**src/rtl/pipe_stage_reg.sv**
```systemverilog
// ---------------------------------------------------------------------------
// pipe_stage_reg
//   Valid/ready pipeline stage with one main slot and one skid slot, so the
//   upstream ready is a pure register output (no out_ready -> in_ready path).
//   Control bits are zeroed on bubbles and on flush. The payload holds its
//   value through bubbles. A saturating counter tracks back-pressured cycles.
//
// Ports
//   clk        : clock, rising edge
//   rst_n      : asynchronous active-low reset
//   in_valid   : upstream has an instruction
//   in_ready   : stage can accept (skid slot empty)
//   in_ctrl    : upstream control bundle [CTRL_W]
//   in_data    : upstream payload [DATA_W]
//   flush      : synchronous kill of held and incoming instructions
//   out_valid  : main slot holds an instruction
//   out_ready  : downstream accepts
//   out_ctrl   : control bundle, zero whenever out_valid=0
//   out_data   : payload of the main slot
//   stall_cnt  : saturating count of cycles with out_valid && !out_ready
//   clr_cnt    : synchronous clear of stall_cnt (wins over increment)
// ---------------------------------------------------------------------------
module pipe_stage_reg #(
    parameter int unsigned DATA_W = 96,
    parameter int unsigned CTRL_W = 9,
    parameter int unsigned CNT_W  = 16
) (
    input  logic              clk,
    input  logic              rst_n,
    input  logic              in_valid,
    output logic              in_ready,
    input  logic [CTRL_W-1:0] in_ctrl,
    input  logic [DATA_W-1:0] in_data,
    input  logic              flush,
    output logic              out_valid,
    input  logic              out_ready,
    output logic [CTRL_W-1:0] out_ctrl,
    output logic [DATA_W-1:0] out_data,
    output logic [CNT_W-1:0]  stall_cnt,
    input  logic              clr_cnt
);

    localparam logic [CNT_W-1:0] CNT_MAX = '1;

    // Slot state
    logic              mainValid, mainValidNxt;
    logic [CTRL_W-1:0] mainCtrl,  mainCtrlNxt;
    logic [DATA_W-1:0] mainData,  mainDataNxt;
    logic              skidValid, skidValidNxt;
    logic [CTRL_W-1:0] skidCtrl,  skidCtrlNxt;
    logic [DATA_W-1:0] skidData,  skidDataNxt;
    logic [CNT_W-1:0]  stallCnt,  stallCntNxt;

    logic inFire;
    logic mainLoad;

    // Ready depends only on the skid register
    assign inFire   = in_valid && !skidValid;
    assign mainLoad = !mainValid || out_ready;

    // Next-state for both slots and the stall counter
    always_comb begin
        mainValidNxt = mainValid;
        mainCtrlNxt  = mainCtrl;
        mainDataNxt  = mainData;
        skidValidNxt = skidValid;
        skidCtrlNxt  = skidCtrl;
        skidDataNxt  = skidData;
        stallCntNxt  = stallCnt;

        if (flush) begin
            // Kill everything; payload registers keep their old values
            mainValidNxt = 1'b0;
            mainCtrlNxt  = '0;
            skidValidNxt = 1'b0;
            skidCtrlNxt  = '0;
        end else if (mainLoad) begin
            if (skidValid) begin
                // Older skid entry goes first; input is blocked while skid is full
                mainValidNxt = 1'b1;
                mainCtrlNxt  = skidCtrl;
                mainDataNxt  = skidData;
                skidValidNxt = 1'b0;
                skidCtrlNxt  = '0;
            end else if (inFire) begin
                mainValidNxt = 1'b1;
                mainCtrlNxt  = in_ctrl;
                mainDataNxt  = in_data;
            end else begin
                // Bubble: control zeroed, payload held
                mainValidNxt = 1'b0;
                mainCtrlNxt  = '0;
            end
        end else if (inFire) begin
            // Main occupied and stalled: park the input in the skid slot
            skidValidNxt = 1'b1;
            skidCtrlNxt  = in_ctrl;
            skidDataNxt  = in_data;
        end

        if (clr_cnt) begin
            stallCntNxt = '0;
        end else if (mainValid && !out_ready && (stallCnt != CNT_MAX)) begin
            stallCntNxt = stallCnt + CNT_W'(1);
        end
    end

    // State registers
    always_ff @(posedge clk or negedge rst_n) begin
        if (!rst_n) begin
            mainValid <= 1'b0;
            mainCtrl  <= '0;
            mainData  <= '0;
            skidValid <= 1'b0;
            skidCtrl  <= '0;
            skidData  <= '0;
            stallCnt  <= '0;
        end else begin
            mainValid <= mainValidNxt;
            mainCtrl  <= mainCtrlNxt;
            mainData  <= mainDataNxt;
            skidValid <= skidValidNxt;
            skidCtrl  <= skidCtrlNxt;
            skidData  <= skidDataNxt;
            stallCnt  <= stallCntNxt;
        end
    end

    // Outputs straight from registers; ctrl masked so a bubble never shows control
    assign in_ready  = !skidValid;
    assign out_valid = mainValid;
    assign out_ctrl  = mainValid ? mainCtrl : '0;
    assign out_data  = mainData;
    assign stall_cnt = stallCnt;

endmodule
```
**config.mk**
```make
export PLATFORM = sky130hd
export DESIGN_NAME = pipe_stage_reg
export DESIGN_NICKNAME = d
export VERILOG_FILES = /design/src/rtl/pipe_stage_reg.sv
export SDC_FILE = /design/constraint.sdc
export NUM_CORES = 1
export LEC_CHECK = 0
export ABC_AREA = 1
export CAP_MARGIN = 40
export CELL_PAD_IN_SITES_DETAIL_PLACEMENT = 0
export CELL_PAD_IN_SITES_GLOBAL_PLACEMENT = 2
export CORE_ASPECT_RATIO = 2
export CORE_UTILIZATION = 32
export CTS_BUF_LIST = sky130_fd_sc_hd__clkbuf_8
export DETAILED_ROUTE_END_ITERATION = 12
export PLACE_DENSITY = 0.85
export REMOVE_ABC_BUFFERS = 1
export SLEW_MARGIN = 5
export SYNTH_ARGS = -nofsm -noshare
export SYNTH_HDL_FRONTEND = slang
export SYNTH_SLANG_ARGS = --single-unit
```
**constraint.sdc**
```tcl
create_clock -name clk -period 2.63 [get_ports clk]
set_input_delay 0.526 -clock clk [delete_from_list [all_inputs] [get_ports clk]]
set_output_delay 0.526 -clock clk [all_outputs]
set_load 0.05 [all_outputs]
```
Yosys cells after proc, flatten, opt, wreduce, memory -nomap -nowiden
Cells that the tools add are included.
{ "classes": {"add_sub_neg": 1, "eq_ne": 2, "muxes": 20, "n_bitwise": 2, "reduce_logical": 14} }
{ "op_table": {"columns": ["operator", "n"], "rows": [
  ["$mux 96", 2],
  ["$mux 9", 9],
  ["$mux 16", 2],
  ["$add 16x1->16 const B", 1],
  ["$ne 16x16->1 const B", 1],
  ["$mux 1", 7],
  ["$reduce_and 3->1", 2],
  ["$reduce_bool 2->1", 3],
  ["$logic_and 1x1->1", 3],
  ["$logic_not 1->1", 3],
  ["$ne 3x3->1 const B", 1],
  ["$reduce_bool 3->1", 1],
  ["$not 1->1", 2],
  ["$reduce_and 2->1", 1],
  ["$logic_or 1x1->1", 1]
]} }
{ "totals": {"regBits": 228, "output_inout_bits": 123, "word_cells": 46} }

Depth between registers and ports, before layout
Gate-level depths: netlist (run 1).
{ "depth": {"depth_word": 6, "mapped_depth": 11} }

Worst setup path before layout (run 1)
OpenSTA, ideal clock, no wires.
{ "synth_timing": {"path_type": "register to register", "start": "register stallCnt[1], in the netlist stall_cnt[1]", "end": "register stallCnt[14], in the netlist stall_cnt[14]", "setup_ns": 0.066, "arrival_ns": 1.889, "slack_ns": 0.675, "path_stages_with_launch": 11, "synth_period_minus_slack_ns": 1.955, "path_cell_list": "dfrtp_1 > ha_1 > nand2_1 > nor2_2 > nand2_1 > nor2_1 > nor2_2 > nor2_1 > buf_4 > nand2_1 > nand2_1"} }
{ "synth_via": {"elab_chain_cells": 3} }
{ "synth_rtl": {"columns": ["element", "line_no", "rtl"], "rows": [
  ["start, declared", "52", "logic [CNT_W-1:0] stallCnt, stallCntNxt;"],
  ["start signal, assigned", "125", "stallCnt <= stallCntNxt;"],
  ["$add 16x1->16 / $ne 16x16->1 (equally long branches)", "104, 103", null],
  ["$mux 16 / $logic_and 1x1->1 (equally long branches)", "103", "end else if (mainValid && !out_ready && (stallCnt != CNT_MAX)) begin"],
  ["$mux 16 / $reduce_bool 2->1 (equally long branches)", null, null]
]} }
Several ways; a longest one is shown, not always the timed one. The select of a mux whose other input is x is not followed.
A chain may end at the register's enable or synchronous reset.

Worst setup path in the final report (run 1)
{ "layout_timing": {"start": "register stallCnt[13], in the netlist stall_cnt[13]", "end": "output stall_cnt[13]"} }
{ "layout_lines": {"columns": ["element", "line_no", "rtl"], "rows": [
  ["end, declared", "39", "output logic [CNT_W-1:0] stall_cnt,"]
]} }
No word-level cell between the ends.

==> results.md, run 1 <==
- Hold crit path type: flip-flop to flip-flop
- Worst Setup Path Type: flip-flop to output pin
- Die Area: 32400 sq um
- Total track usage: 0.188
- First-pass GRT wire length: 46.9 mm
- Status: complete, no violations
- Hold Path Stages: 2
- FF-to-FF path depth: 6
- Std cell rows: 91
- Antenna-violating nets left: 0
- Yosys top cell by area: dfrtp_1
- Worst-Margin Slew: 0.670 ns
- Ys async rst share: 1.00
- # IOs: 234
- Synth Flop Type: dfrtp_1
- Final Hold Vio Count: 0
- Seq cells post-synth: 228
- Setup WS post-layout: 0.236 ns
- Pre-CTS WS: 0.398 ns
- CP bufs+invs: 1
- PwrDens: 753 nW/um^2
- Initial antenna violation count: 4
- HP Start: out_data[36]$_DFFE_PN0P_
- R2R Setup Slk: 0.48 ns
- Clk_lat worst skew: 0.53 ns
- Req. time, crit path: 2.10 ns
- Wire per inst: 15.8 um
- DRC viols: 0
- Post-Layout Inst Area: 13700 sq um
- RSZ-0062 raised after global routing: no
- Total Power: 10300 uW
- Worst Skew: 0.00841 ns
- Rel. slew slack: 0.554
- Total gr overflow: 0
- Distinct cells, synth: 23
- Vias in the first global route: 8547
- Post-synth top area share: 0.564
- DR vias: 8611
- Share of the cycle needed by the critical path after routing: 0.910
- Area of the core: 31000 sq um
- Chip Width: between 100 and 150 um
- Min cycle time layout: 2.39 ns
- Max VDD drop: just over 0.5 mV
- Post-synth top cells: nand2_1, dfrtp_1, inv_1
- Crit. End Element: output pin
- Largest stage delay, worst path: 0.85 ns
- Achievable Freq: 418 MHz
- Post-CTS Setup Repair Bufs: 0
- Initial DRC Count: 364
- EDFF count, synth: 0
- Worst-path clk slew: 0.07 ns
- CTS root buf: clkbuf_8
- Max clock buf depth: 3
- Seq/Total Area, Yosys: 0.564
- P_leak: 0.00706 uW
- Die Y: 253 um
- Post-Synthesis Cells: between 1000 and 1500
- HPWL after detailed placement: roughly 21 mm
- Final setup violation count: 0
- Area contributors post-synth: dfrtp_1, nand2_1, o211ai_1
- Worst EP arrival: between 1.5 and 2 ns
- Syn-to-layout area delta: 35.5%
- Pin count of the biggest net entering global routing: 87
- Drt pass-1 iters: 5
- Initial Util: 0.327
- Final #Nets: around 1600
- Synthesized area: between 10000 and 15000 sq um
- CTS buffer count: 37
- Share of post-route cells with drive strength above 1: 0.0613
- Count leader, synth: nand2_1
- Hold Path End: out_data[36]$_DFFE_PN0P_
- Worst r2r dst: stall_cnt[4]$_DFFE_PN0P_
- Crit-path leading delay family: buffers and inverters
- MaxCap Viol Count: 0
- DRT Wirelength: about 30 mm
- Yosys warns: 0
- IO Port Bufs: 233
- Critical-path cell list: clkdlybuf4s50_1
- Fill cells: about 3200
- # H-tree levels: 2
- Routability Congestion: about 0.8
- Vias/cell: between 4 and 5
- Startpoint types: flip-flop
- Slowest cell on crit path: clkdlybuf4s50_1
- CTS tree: done
- DP Area: 13000 sq um
- Critical path peak fanout: 7
- Clock tree sinks: between 200 and 250
- Worst r2r src: stall_cnt[5]$_DFFE_PN0P_
- Syn Area/Cell: approximately 8.3 sq um
- Max-slew violations: 0
[worst max path at each step]
stage                                   start                       end  slack, ns  depth (start not counted)
floorplan               skidValid$_DFFE_PN0P_   out_data[0]$_DFFE_PN0P_      -1.84                          5
global placement                    out_ready  out_data[36]$_DFFE_PN0P_       0.40                          8
detailed placement                  out_ready  out_data[19]$_DFFE_PN0P_       0.40                          9
CTS                     out_valid$_DFFE_PN0N_                 out_valid      0.002                          1
global route            out_valid$_DFFE_PN0N_               out_ctrl[4]       0.12                          3
finish              stall_cnt[13]$_DFFE_PN0P_             stall_cnt[13]       0.24                          1
[flip-flops by register name (all words and copies together), names as in the netlist]
| signal | count |
|---|---|
| out_data | 96 |
| skidData | 96 |
| stall_cnt | 16 |
| mainCtrl | 9 |
| skidCtrl | 9 |
| out_valid | 1 |
| skidValid | 1 |
[per-stage QoR]
stage,hold slack (ns),std cells,setup TNS (ns),util
floorplan,0.230,1144,-327.73,-
global placement,0.461,1824,0,0.420
detailed placement,0.464,1824,0,0.420
CTS,0.482,1887,0,0.442
global route,0.499,1888,0,0.443
finish,0.474,1888,0,0.443
[per-layer routing]
layer  global-route usage  up-vias  share of wire
met3               0.0357       70          0.045
met2                0.356      210           0.55
met1                0.197     4014           0.37
li1                     -     4311              -
met4               0.0874        6          0.040
met5                    0        -         0.0014
[kinds of logic after synthesis]
logic type / synth area share
compound gates: 0.143
xor+xnor: 0.000866
flops: 0.564
fa+ha+maj: 0.00124
buf+inv: 0.0841
simple gates: 0.207
[placed cells by master (no fill, tap or decap)]
cell and n:
inv_1 150, o21ai_0 113, nor3_1 2, dlygate4sd2_1 9
clkdlybuf4s50_1 221, nand4_1 3, dlymetal6s2s_1 1, buf_4 21
dfrtp_1 228, buf_8 1, a21oi_4 1, buf_12 9
a21oi_1 3, xor2_1 1, nor2_2 4, clkinvlp_4 1
bufinv_16 2, clkbuf_8 42, a22o_1 9, clkinv_2 3
o21ai_1 8, ha_1 1, nand2_1 474, a21oi_2 1
inv_6 1, diode_2 1, o211ai_1 96, nand2_4 1
inv_2 3, nor2_1 31, dlygate4sd3_1 1, nand3_1 28
[layout make-up]
cell class                 instances  area (sq um)  area share
clock buffer                      42           578      0.0422
inverter                         140           532      0.0388
antenna                            1          2.50    0.000183
clock inverter                    20           134     0.00977
sequential                       228          5710       0.416
multi-input combinational        776          3570       0.260
timing repair buffer             263          2670       0.195
tap                              418           523      0.0382
[worst min-delay path, stage by stage (launching register included)]
cell and delay [ns]:
dfrtp_1 0.34, nand2_1 0.05, nand2_1 0.05
[report_power, final]
group / switching [uW] / total [uW] / internal [uW]
Combinational: 1730 / 2680 / 953
Clock: 1410 / 3060 / 1650
Sequential: 413 / 4580 / 4170
[repair_timing]
action / in CTS / in global routing
gates resized for setup: 9 / 1
hold buffers: 1 / 0
setup endpoints to repair: 9 / 1
hold endpoints to repair: 67 / 0
No activity file was read; power rests on OpenSTA's default activity.
==> run 2, diff against run 1 <==
- REMOVE_ABC_BUFFERS: 1 -> not set
- SKIP_LAST_GASP: not set -> 1
==> results.md, run 2 (synthesized netlist as in run 1, its figures left out) <==
- Total track usage: 0.193 (+0.00440)
- Post-Layout Inst Area: 13900 sq um (+1.3%)
- Syn-to-layout area delta: 37.2%
- Most common cell after layout, fill and taps aside: nand2_1
- Vias in the first global route: 8807 (+3.0%)
- Worst-path clk slew: 0.06 ns (about the same)
- Critical path peak fanout: 7 (unchanged)
- Final setup violation count: 0 (unchanged)
- P_leak: 0.00710 uW (+0.65%)
- Worst Setup Path Type: flip-flop to output pin
- PwrDens: 787 nW/um^2 (+4.6%)
- CTS root buf: clkbuf_8
- DR vias: 8634 (+0.27%)
- Mapped Nets: 1326
- Slowest cell on crit path: clkdlybuf4s50_1
- Clock tree sinks: 228 (unchanged)
- Final Hold Vio Count: 0 (unchanged)
- Initial antenna violation count: 4 (unchanged)
- Total Power: 10900 uW (+5.9%)
- FF-to-FF path depth: 8 (+2)
- Share of the cycle needed by the critical path after routing: 0.918 (+0.00741)
- Status: complete, no violations
- Antenna-violating nets left: 0 (unchanged)
- RSZ-0062 raised after global routing: no
- Std cell rows: 91 (unchanged)
- DP Area: 13000 sq um (unchanged)
- Hold crit path type: flip-flop to flip-flop
- Initial Util: 0.327 (unchanged)
- Share of post-route cells with drive strength above 1: 0.0674 (+0.00613)
- Initial DRC Count: 409 (+12%)
- Max-slew violations: 0 (unchanged)
- Worst EP arrival: 1.89 ns (+0.02 ns)
- Pin count of the biggest net entering global routing: 101 (+16%)
- Crit path depth: 1 (unchanged)
- HPWL after detailed placement: 20.3 mm (-1.4%)
- Req. time, crit path: 2.10 ns (about the same)
- DRT Wirelength: 30.0 mm (+0.40%)
- DP Cell Count: 1821 (-0.16%)
- Final #Nets: 1556 (-0.13%)
- DRC viols: 0 (unchanged)
- Total gr overflow: 0 (unchanged)
- Worst-Margin Slew: 0.633 ns (-0.0372 ns)
- Largest stage delay, worst path: 0.86 ns (about the same)
- Post-CTS Setup Repair Bufs: 0 (unchanged)
- Achievable Freq: 414 MHz (-0.81%)
- CTS buffer count: 38 (+2.7%)
- Drt pass-1 iters: 5 (unchanged)
- Final std cells w/o fill: 1888 (unchanged)
- MaxCap Viol Count: 0 (unchanged)
- Setup WS post-layout: 0.216 ns (-0.0195 ns)
- Rel. slew slack: 0.578 (+0.0248)
- Wire per inst: 15.9 um (+0.40%)
- # H-tree levels: 2 (unchanged)
- Chip Width: 128 um (unchanged)
- CTS tree: done
- Crit-path leading delay family: buffers and inverters
- Crit. End Element: output pin
- Die Y: 253 um (unchanged)
- Worst Skew: 0.0171 ns (+0.00864 ns)
- Clk_lat worst skew: 0.55 ns (+0.02 ns)
- Hold Path Stages: 2 (unchanged)
- IO Port Bufs: 233 (unchanged)
- Fill cells: 3141 (-0.63%)
- # IOs: 234 (unchanged)
- Vias/cell: 4.57 (+0.27%)
- Startpoint types: flip-flop
- Die Area: 32400 sq um (unchanged)
- Min cycle time layout: 2.41 ns (+0.0195 ns)
- Max clock buf depth: 3 (unchanged)
- First-pass GRT wire length: 48.1 mm (+2.5%)
- Max VDD drop: 0.447 mV (-12%)
- Area of the core: 31000 sq um (unchanged)
- Critical-path cell list: clkdlybuf4s50_1
- Pre-CTS WS: 0.411 ns (+0.0127 ns)
- Commonest cells after routing, fill and taps aside: nand2_1, dfrtp_1, clkdlybuf4s50_1
- CP bufs+invs: 1 (unchanged)
- Routability Congestion: 0.778 (-2.6%)
- Setup TNS Final: 0 ns (unchanged)
run 2: path summary, 6_finish.rpt:
| path | startpoint | to | slack, ns |
|---|---|---|---|
| max in group asynchronous | rst_n | mainCtrl[5]$_DFFE_PN0N_ | 1.34 |
| worst min-delay path | out_data[63]$_DFFE_PN0P_ | out_data[63]$_DFFE_PN0P_ | 0.48 |
| worst max register to register | stall_cnt[1]$_DFFE_PN0P_ | stall_cnt[10]$_DFFE_PN0P_ | 0.86 |
| worst max-delay path | stall_cnt[13]$_DFFE_PN0P_ | stall_cnt[13] | 0.22 |
| worst min register to register | out_data[63]$_DFFE_PN0P_ | out_data[63]$_DFFE_PN0P_ | 0.48 |
| min in group asynchronous | rst_n | skidData[53]$_DFFE_PN0P_ | 0.57 |
run 2: cell type report:
class | instances | area (sq um) | share of cell area
diodes | 1 | 2.50 | 0.000180
clock buffers | 51 | 702 | 0.0506
clock inverters | 14 | 186 | 0.0134
inverters | 140 | 532 | 0.0383
multi-input cells | 776 | 3570 | 0.257
flip-flops and latches | 228 | 5710 | 0.411
well taps | 418 | 523 | 0.0377
repair buffers | 260 | 2660 | 0.192
run 2: per-layer routing:
metal	up-vias	GRT usage	routed length (um)
li1	4310	-	-
met1	4048	0.198	10800
met2	219	0.371	16800
met3	51	0.0446	1550
met4	6	0.0696	835
met5	-	0	46
run 2: through the flow:
stage / util / hold WS [ns]
2_1_floorplan: - / 0.230
3_3_place_gp: 0.420 / 0.461
3_5_place_dp: 0.420 / 0.465
4_1_cts: 0.448 / 0.483
5_1_grt: 0.448 / 0.494
6_report: 0.448 / 0.479
run 2: timing repair:
action,4_1_cts,5_1_grt
endpoints found under the hold margin,68,0
setup endpoints to repair,9,0
gates resized for setup,9,0
hold buffers,1,0
run 2: worst register-to-register path, cell delays in order (launching register included):
cell and delay [ns]:
dfrtp_1 0.43, ha_1 0.20, nand2_1 0.08, nor2_2 0.16
nand2_1 0.16, o21ai_1 0.21, nand2_1 0.23, nand2_1 0.13
nand2_1 0.06
run 2: power breakdown:
| group | leakage, uW | internal, uW | switching (uW) |
|---|---|---|---|
| registers | 0.00290 | 4170 | 400 |
| logic | 0.00372 | 956 | 1720 |
| clock network | 0.000482 | 2210 | 1460 |
